File: config.mk
export PLATFORM = sky130hd
export DESIGN_NAME = jtag_tap_multi_dr
export DESIGN_NICKNAME = d
export VERILOG_FILES = /design/src/rtl/jtag_pkg.sv /design/src/rtl/jtag_tap_fsm.sv /design/src/rtl/jtag_tap_multi_dr.sv
export SDC_FILE = /design/constraint.sdc
export NUM_CORES = 1
export LEC_CHECK = 0
export BUFFER_PORTS_ARGS = -buffer_cell sky130_fd_sc_hd__buf_2
export CAP_MARGIN = 20
export CORE_MARGIN = 8
export CORE_UTILIZATION = 57
export CTS_BUF_LIST = sky130_fd_sc_hd__clkbuf_16
export DETAILED_ROUTE_END_ITERATION = 10
export GPL_TIMING_DRIVEN = 0
export PLACE_DENSITY = 0.93
export SLEW_MARGIN = 25
export SYNTH_ARGS = -nofsm -noshare
export SYNTH_HDL_FRONTEND = slang
export SYNTH_HIERARCHICAL = 1
export SYNTH_SLANG_ARGS = --single-unit
File: constraint.sdc
create_clock -name tck -period 3.5 [get_ports tck]
set_input_delay 0.175 -clock tck [delete_from_list [all_inputs] [get_ports tck]]
set_output_delay 0.175 -clock tck [all_outputs]
set_load 0.005 [all_outputs]
File: src/rtl/jtag_pkg.sv
// JTAG TAP shared definitions.
// State encoding and fixed instruction opcodes.
package jtag_pkg;

    typedef enum logic [3:0] {
        ST_TLR      = 4'h0,
        ST_RTI      = 4'h1,
        ST_SEL_DR   = 4'h2,
        ST_CAP_DR   = 4'h3,
        ST_SHIFT_DR = 4'h4,
        ST_EXIT1_DR = 4'h5,
        ST_PAUSE_DR = 4'h6,
        ST_EXIT2_DR = 4'h7,
        ST_UPD_DR   = 4'h8,
        ST_SEL_IR   = 4'h9,
        ST_CAP_IR   = 4'ha,
        ST_SHIFT_IR = 4'hb,
        ST_EXIT1_IR = 4'hc,
        ST_PAUSE_IR = 4'hd,
        ST_EXIT2_IR = 4'he,
        ST_UPD_IR   = 4'hf
    } tap_state_e;

    localparam int unsigned OP_IDCODE  = 1;
    localparam logic [31:0] OP_BYPASS  = '1;
    localparam int unsigned IDCODE_LEN = 32;

endpackage

File: src/rtl/jtag_tap_fsm.sv
// JTAG TAP 16-state controller.
// Advances on tck rise per tms; exposes one-hot state flags.
module jtag_tap_fsm
    import jtag_pkg::*;
(
    input  logic tck,
    input  logic trst,
    input  logic tms,
    output logic tlr,
    output logic capture_ir,
    output logic shift_ir,
    output logic update_ir,
    output logic capture_dr,
    output logic shift_dr,
    output logic update_dr
);

    tap_state_e state;
    tap_state_e state_nxt;

    // State register, returns to Test-Logic-Reset on trst
    always_ff @(posedge tck or negedge trst) begin
        if (!trst) state <= ST_TLR;
        else       state <= state_nxt;
    end

    // Next-state transitions and per-state flags
    always_comb begin
        state_nxt  = state;
        tlr        = 1'b0;
        capture_ir = 1'b0;
        shift_ir   = 1'b0;
        update_ir  = 1'b0;
        capture_dr = 1'b0;
        shift_dr   = 1'b0;
        update_dr  = 1'b0;
        unique case (state)
            ST_TLR: begin
                tlr       = 1'b1;
                state_nxt = tms ? ST_TLR : ST_RTI;
            end
            ST_RTI:      state_nxt = tms ? ST_SEL_DR : ST_RTI;
            ST_SEL_DR:   state_nxt = tms ? ST_SEL_IR : ST_CAP_DR;
            ST_CAP_DR: begin
                capture_dr = 1'b1;
                state_nxt  = tms ? ST_EXIT1_DR : ST_SHIFT_DR;
            end
            ST_SHIFT_DR: begin
                shift_dr  = 1'b1;
                state_nxt = tms ? ST_EXIT1_DR : ST_SHIFT_DR;
            end
            ST_EXIT1_DR: state_nxt = tms ? ST_UPD_DR : ST_PAUSE_DR;
            ST_PAUSE_DR: state_nxt = tms ? ST_EXIT2_DR : ST_PAUSE_DR;
            ST_EXIT2_DR: state_nxt = tms ? ST_UPD_DR : ST_SHIFT_DR;
            ST_UPD_DR: begin
                update_dr = 1'b1;
                state_nxt = tms ? ST_SEL_DR : ST_RTI;
            end
            ST_SEL_IR:   state_nxt = tms ? ST_TLR : ST_CAP_IR;
            ST_CAP_IR: begin
                capture_ir = 1'b1;
                state_nxt  = tms ? ST_EXIT1_IR : ST_SHIFT_IR;
            end
            ST_SHIFT_IR: begin
                shift_ir  = 1'b1;
                state_nxt = tms ? ST_EXIT1_IR : ST_SHIFT_IR;
            end
            ST_EXIT1_IR: state_nxt = tms ? ST_UPD_IR : ST_PAUSE_IR;
            ST_PAUSE_IR: state_nxt = tms ? ST_EXIT2_IR : ST_PAUSE_IR;
            ST_EXIT2_IR: state_nxt = tms ? ST_UPD_IR : ST_SHIFT_IR;
            ST_UPD_IR: begin
                update_ir = 1'b1;
                state_nxt = tms ? ST_SEL_DR : ST_RTI;
            end
            default:     state_nxt = ST_TLR;
        endcase
    end

endmodule

File: src/rtl/jtag_tap_multi_dr.sv
// JTAG TAP with IDCODE, BYPASS and N_USER user data registers.
// One shared DR shift register; tdo launched on tck fall.
module jtag_tap_multi_dr
    import jtag_pkg::*;
#(
    parameter int          IR_WIDTH      = 4,
    parameter int          N_USER        = 2,
    parameter int          USER_DR_WIDTH = 32,
    parameter logic [31:0] IDCODE_VAL    = 32'h1000_0001,
    parameter int          USER_BASE     = 2
) (
    input  logic                            tck,
    input  logic                            trst,
    input  logic                            tms,
    input  logic                            tdi,
    output logic                            tdo,
    output logic                            tdo_en,
    output logic [IR_WIDTH-1:0]             ir_out,
    input  logic [N_USER*USER_DR_WIDTH-1:0] user_capture_data,
    output logic [N_USER*USER_DR_WIDTH-1:0] user_update_data,
    output logic [N_USER-1:0]               user_update_strobe,
    output logic                            tap_reset
);

    localparam int W   = USER_DR_WIDTH;
    localparam int DRW = (W > 32) ? W : 32;

    localparam logic [IR_WIDTH-1:0] IR_IDCODE  = IR_WIDTH'(OP_IDCODE);
    localparam logic [IR_WIDTH-1:0] IR_BYPASS  = OP_BYPASS[IR_WIDTH-1:0];
    localparam logic [IR_WIDTH-1:0] IR_CAPTURE = IR_WIDTH'(2'b01);

    logic tlr;
    logic capture_ir;
    logic shift_ir;
    logic update_ir;
    logic capture_dr;
    logic shift_dr;
    logic update_dr;

    logic [IR_WIDTH-1:0] ir_sr;
    logic [DRW-1:0]      dr_sr;
    logic [DRW-1:0]      dr_cap;
    logic [DRW-1:0]      dr_shift;
    logic                sel_idcode;
    logic [N_USER-1:0]   user_sel;

    jtag_tap_fsm u_fsm (
        .tck        (tck),
        .trst       (trst),
        .tms        (tms),
        .tlr        (tlr),
        .capture_ir (capture_ir),
        .shift_ir   (shift_ir),
        .update_ir  (update_ir),
        .capture_dr (capture_dr),
        .shift_dr   (shift_dr),
        .update_dr  (update_dr)
    );

    assign tap_reset = tlr;

    // Instruction decode; anything not IDCODE or a user opcode is BYPASS
    always_comb begin
        sel_idcode = (ir_out == IR_IDCODE);
        user_sel   = '0;
        for (int i = 0; i < N_USER; i++) begin
            user_sel[i] = !sel_idcode && (ir_out != IR_BYPASS) &&
                          (ir_out == IR_WIDTH'(USER_BASE + i));
        end
    end

    // Capture value and length-aware shift of the selected DR
    always_comb begin
        dr_cap   = '0;
        dr_shift = dr_sr >> 1;
        for (int i = 0; i < N_USER; i++) begin
            if (user_sel[i]) dr_cap = DRW'(user_capture_data[i*W +: W]);
        end
        unique case (1'b1)
            sel_idcode: begin
                dr_cap                 = DRW'(IDCODE_VAL);
                dr_shift[IDCODE_LEN-1] = tdi;
            end
            (|user_sel): dr_shift[W-1] = tdi;
            default:     dr_shift[0]   = tdi;
        endcase
    end

    // IR shift register and active instruction
    always_ff @(posedge tck or negedge trst) begin
        if (!trst) begin
            ir_sr  <= '0;
            ir_out <= IR_IDCODE;
        end else begin
            if (tlr)        ir_out <= IR_IDCODE;
            if (update_ir)  ir_out <= ir_sr;
            if (capture_ir) ir_sr  <= IR_CAPTURE;
            if (shift_ir)   ir_sr  <= {tdi, ir_sr[IR_WIDTH-1:1]};
        end
    end

    // Shared DR shift register
    always_ff @(posedge tck or negedge trst) begin
        if (!trst)           dr_sr <= '0;
        else if (capture_dr) dr_sr <= dr_cap;
        else if (shift_dr)   dr_sr <= dr_shift;
    end

    // User update registers with a one-cycle strobe per update
    always_ff @(posedge tck or negedge trst) begin
        if (!trst) begin
            user_update_data   <= '0;
            user_update_strobe <= '0;
        end else begin
            user_update_strobe <= '0;
            if (update_dr) begin
                for (int i = 0; i < N_USER; i++) begin
                    if (user_sel[i]) begin
                        user_update_data[i*W +: W] <= dr_sr[W-1:0];
                        user_update_strobe[i]      <= 1'b1;
                    end
                end
            end
        end
    end

    // Serial output launched on the falling edge
    always_ff @(negedge tck or negedge trst) begin
        if (!trst) begin
            tdo    <= 1'b0;
            tdo_en <= 1'b0;
        end else begin
            tdo_en <= shift_ir | shift_dr;
            unique case (1'b1)
                shift_ir: tdo <= ir_sr[0];
                shift_dr: tdo <= dr_sr[0];
                default:  tdo <= 1'b0;
            endcase
        end
    end

endmodule

==> flow_summary_export.csv <==
group,metric,value,unit
detailed_routing,first_pass_iters,4,
placed_design,io_buffers,140,
detailed_routing,drt_drc_violations_left,0,
die,die_x,111.8,um
yosys,synth_ff_type,"dfrtp_1",
cts,htreeDepth,3,
global_route,grt-ovfl-total,0,
timing,slew_viol_final,0,
global_route,grt_pass1_vias,4133,
yosys,muxShareOfSynthArea,0.2216,
die,num_rows,35,
yosys,synth_edf_count,0,
detailed_routing,drtIter0Drc,130,
yosys,synth_top_family_by_area,"multiplexers",
detailed_routing,routedWlPerCell,18.82,um
layout,fill_cells,620,
cts,cts_buffers,9,
placed_design,post-dp-hpwl,9.489,mm
yosys,yosysTopAreaCell,"dfrtp_1",
layout,drive_above_1_share,0.4263,
power,irDropWorstVdd,0.3906,mV
yosys,yosys_warnings,6,
worst_setup_path,cp-start-kind,"register",
yosys,yosys.area.top_type_share,0.5212,
global_route,grt_max_degree,58,
detailed_routing,vias,3819,
timing,worst_slew_pin_slew,788.7,ps
worst_setup_path,crit_slowest_cell,"dfrtp_1",
cts,clkTransAtPathRegs,70,ps
yosys,synth_area,5234,um2
placed_design,dpl-instance-area,6113,um2
cts,clockRootBuffer,"clkbuf_16",
cts,insertion_delay,340,ps
yosys,synthAdderAreaFrac,0,
detailed_routing,ant_nets,0,
layout,syn_to_final_growth,22.88,%
detailed_routing,vias_per_cell,5.608,
layout,num-nets-final,634,
yosys,synth.avg_cell_area,12.70,um2
global_route,grt_usage,0.2084,
layout,n_antenna_cell,0,
power,p_leak,3.487,nW
timing,setup_viol,0,
layout,fin_area,6431,um2
power,pwr_density_cell,678.4,nW/um2
timing,finalHoldViolCount,0,
placed_design,gp_congestion,0.7540,
yosys,synthCells,412,
yosys,synthXorXnorAreaFrac,0,
yosys,synth_simple_gate_area_frac,0.08678,
timing,clock_skew,7.054,ps
global_route,grt_antenna_before_repair,0,
worst_setup_path,crit_required,2120,ps
die,die_h,111.8,um
die,design.die.area,12500,um2
yosys,syn_nets,480,
yosys,synth-seq-area-share,0.5357,
cts,cts_tree,"built",
worst_setup_path,critPathKind,"register to register",
outcome,status,"complete, no violations",
worst_setup_path,crit_fanout,10,
hold_path,holdCritPathClass,"input port to register",
die,start_util,0.5774,
yosys,ys_seq_elements,112,
yosys,synth_async_sr_flop_share,1.000,
run,cap_viol_max_count,0,
detailed_routing,totalWireLength,12.82,mm
timing,relSlewSlack,0.4693,
worst_setup_path,arrival,1880,ps
timing,rsz0062_at_grt,"no",
die,pin_count,141,
timing,fin_setup_tns,0,ps
global_route,grt_pass1_wl,21.11,mm
yosys,synth-compound-area-share,0.1148,
worst_setup_path,crit_path_end_kind,"register",
cts,cts_buffer_depth,2,
yosys,ys_types,43,
die,core-area,9065,um2
worst_setup_path,worstPathCellList,"buf_2, nor4_4, clkbuf_2, a22o_1",
worst_setup_path,max_stage_delay,450,ps
yosys,synthTopCellsByArea,"dfrtp_1, mux2_4, mux2_2",
cts,cts_num_sinks,112,
-- per-layer routing --
layer  global-route usage  wire length [um]
met4              0.06928               174
met5                    0                 0
met2               0.3380              6165
met3              0.05682               874
met1               0.2636              5604
-- worst paths after layout --
kind,start,endpoint,slack [ps],cells after the start
worst max register to register,u_fsm/state[3]$_DFF_PN0_,tdo$_DFF_NN0_,240,4
max in group asynchronous,trst,tdo_en$_DFF_NN0_,1090,2
worst min register to register,user_update_data[5]$_DFFE_PN0P_,user_update_data[5]$_DFFE_PN0P_,500,1
worst max-delay path,u_fsm/state[3]$_DFF_PN0_,tdo$_DFF_NN0_,240,4
worst min-delay path,tms,u_fsm/state[2]$_DFF_PN0_,110,2
min in group asynchronous,trst,user_update_data[49]$_DFFE_PN0P_,370,2
-- layout by cell type, fill, tap and decap left out, drive strengths merged, types with 2 or more instances in the layout --
cell type | Yosys | layout
buf | 20 | 163
dfrtp | 109 | 109
mux2 | 64 | 64
mux2i | 33 | 33
nor2b | 31 | 31
o21a | 30 | 30
o22ai | 29 | 29
clkbuf | 9 | 17
o21ai | 15 | 15
nand2 | 14 | 14
nor2 | 10 | 10
inv | 7 | 9
nand2b | 8 | 8
a21oi | 4 | 4
nand3 | 4 | 4
a31oi | 3 | 3
or2 | 3 | 3
clkinvlp | 0 | 2
dfrtn | 2 | 2
nor3 | 2 | 2
nor4 | 2 | 2
-- final cells by class --
| type | instances | area (um2) | area share |
|---|---|---|---|
| Timing Repair Buffer | 144 | 759.5 | 0.1181 |
| Clock inverter | 6 | 61.31 | 0.009533 |
| Sequential cell | 112 | 2804 | 0.4360 |
| Multi-Input combinational cell | 264 | 2230 | 0.3467 |
| Buffer | 28 | 186.4 | 0.02899 |
| Inverter | 7 | 26.28 | 0.004086 |
| Clock buffer | 9 | 225.2 | 0.03502 |
| Tap cell | 111 | 138.9 | 0.02160 |
-- repair_timing --
action | CTS | global route
pin swaps | 1 | 1
endpoints found under the hold margin | 52 | 0
hold buffers | 1 | 0
setup buffers | 0 | 2
endpoints found under the setup margin | 2 | 2
resized for setup | 2 | 0
-- metrics by stage --
step	setup WS, ps	hold slack [ps]	std cells	total power, W	utilization
global placement	-647.3	441.9	663	0.003241	0.6700
detailed placement	-318.4	175.5	664	0.003359	0.6744
finish	238.4	113.2	681	0.004363	0.7095
CTS	33.23	105.0	680	0.004378	0.7082
floorplan	116.9	-120.6	412	0.002884	-
global route	117.3	126.0	681	0.004617	0.7095
-- where the power goes --
part / switching [W] / total (W) / internal [W]
Sequential: 0.000314 / 0.00191 / 0.00160
Clock: 0.000448 / 0.000997 / 0.000549
Combinational: 0.000730 / 0.00145 / 0.000721
Total: 0.00149 / 0.00436 / 0.00287
-- Yosys cell counts, drive strengths merged (3+ instances only) --
cell / number
a31oi: 3
buf: 20
a21oi: 4
nor2: 10
inv: 7
mux2i: 33
mux2: 64
clkbuf: 9
nor2b: 31
o21ai: 15
dfrtp: 109
or2: 3
nand2: 14
o22ai: 29
nand3: 4
nand2b: 8
o21a: 30
-- sequential cells by signal, indices dropped and copies added, names as in the netlist --
| signal | cells |
|---|---|
| user_update_strobe | 2 |
| user_update_data | 64 |
| dr_sr | 32 |
| ir_out | 4 |
| ir_sr | 4 |
| u_fsm/state | 4 |
| tdo_en | 1 |
| tdo | 1 |
-- logic make-up after synthesis --
logic type	after synthesis
DFF	112
buffers and inverters	36
AOI/OAI and AO/OA	90
and+or+nand+nor	77
muxes	97
-- worst max-delay path: cells and delay by family (launching register included) --
family / cells / cell delay [ps]
flops: 1 / 450
compound gates: 1 / 190
buf+inv: 2 / 530
simple gates: 1 / 380
Note: power is estimated with default switching activity, not from simulation.
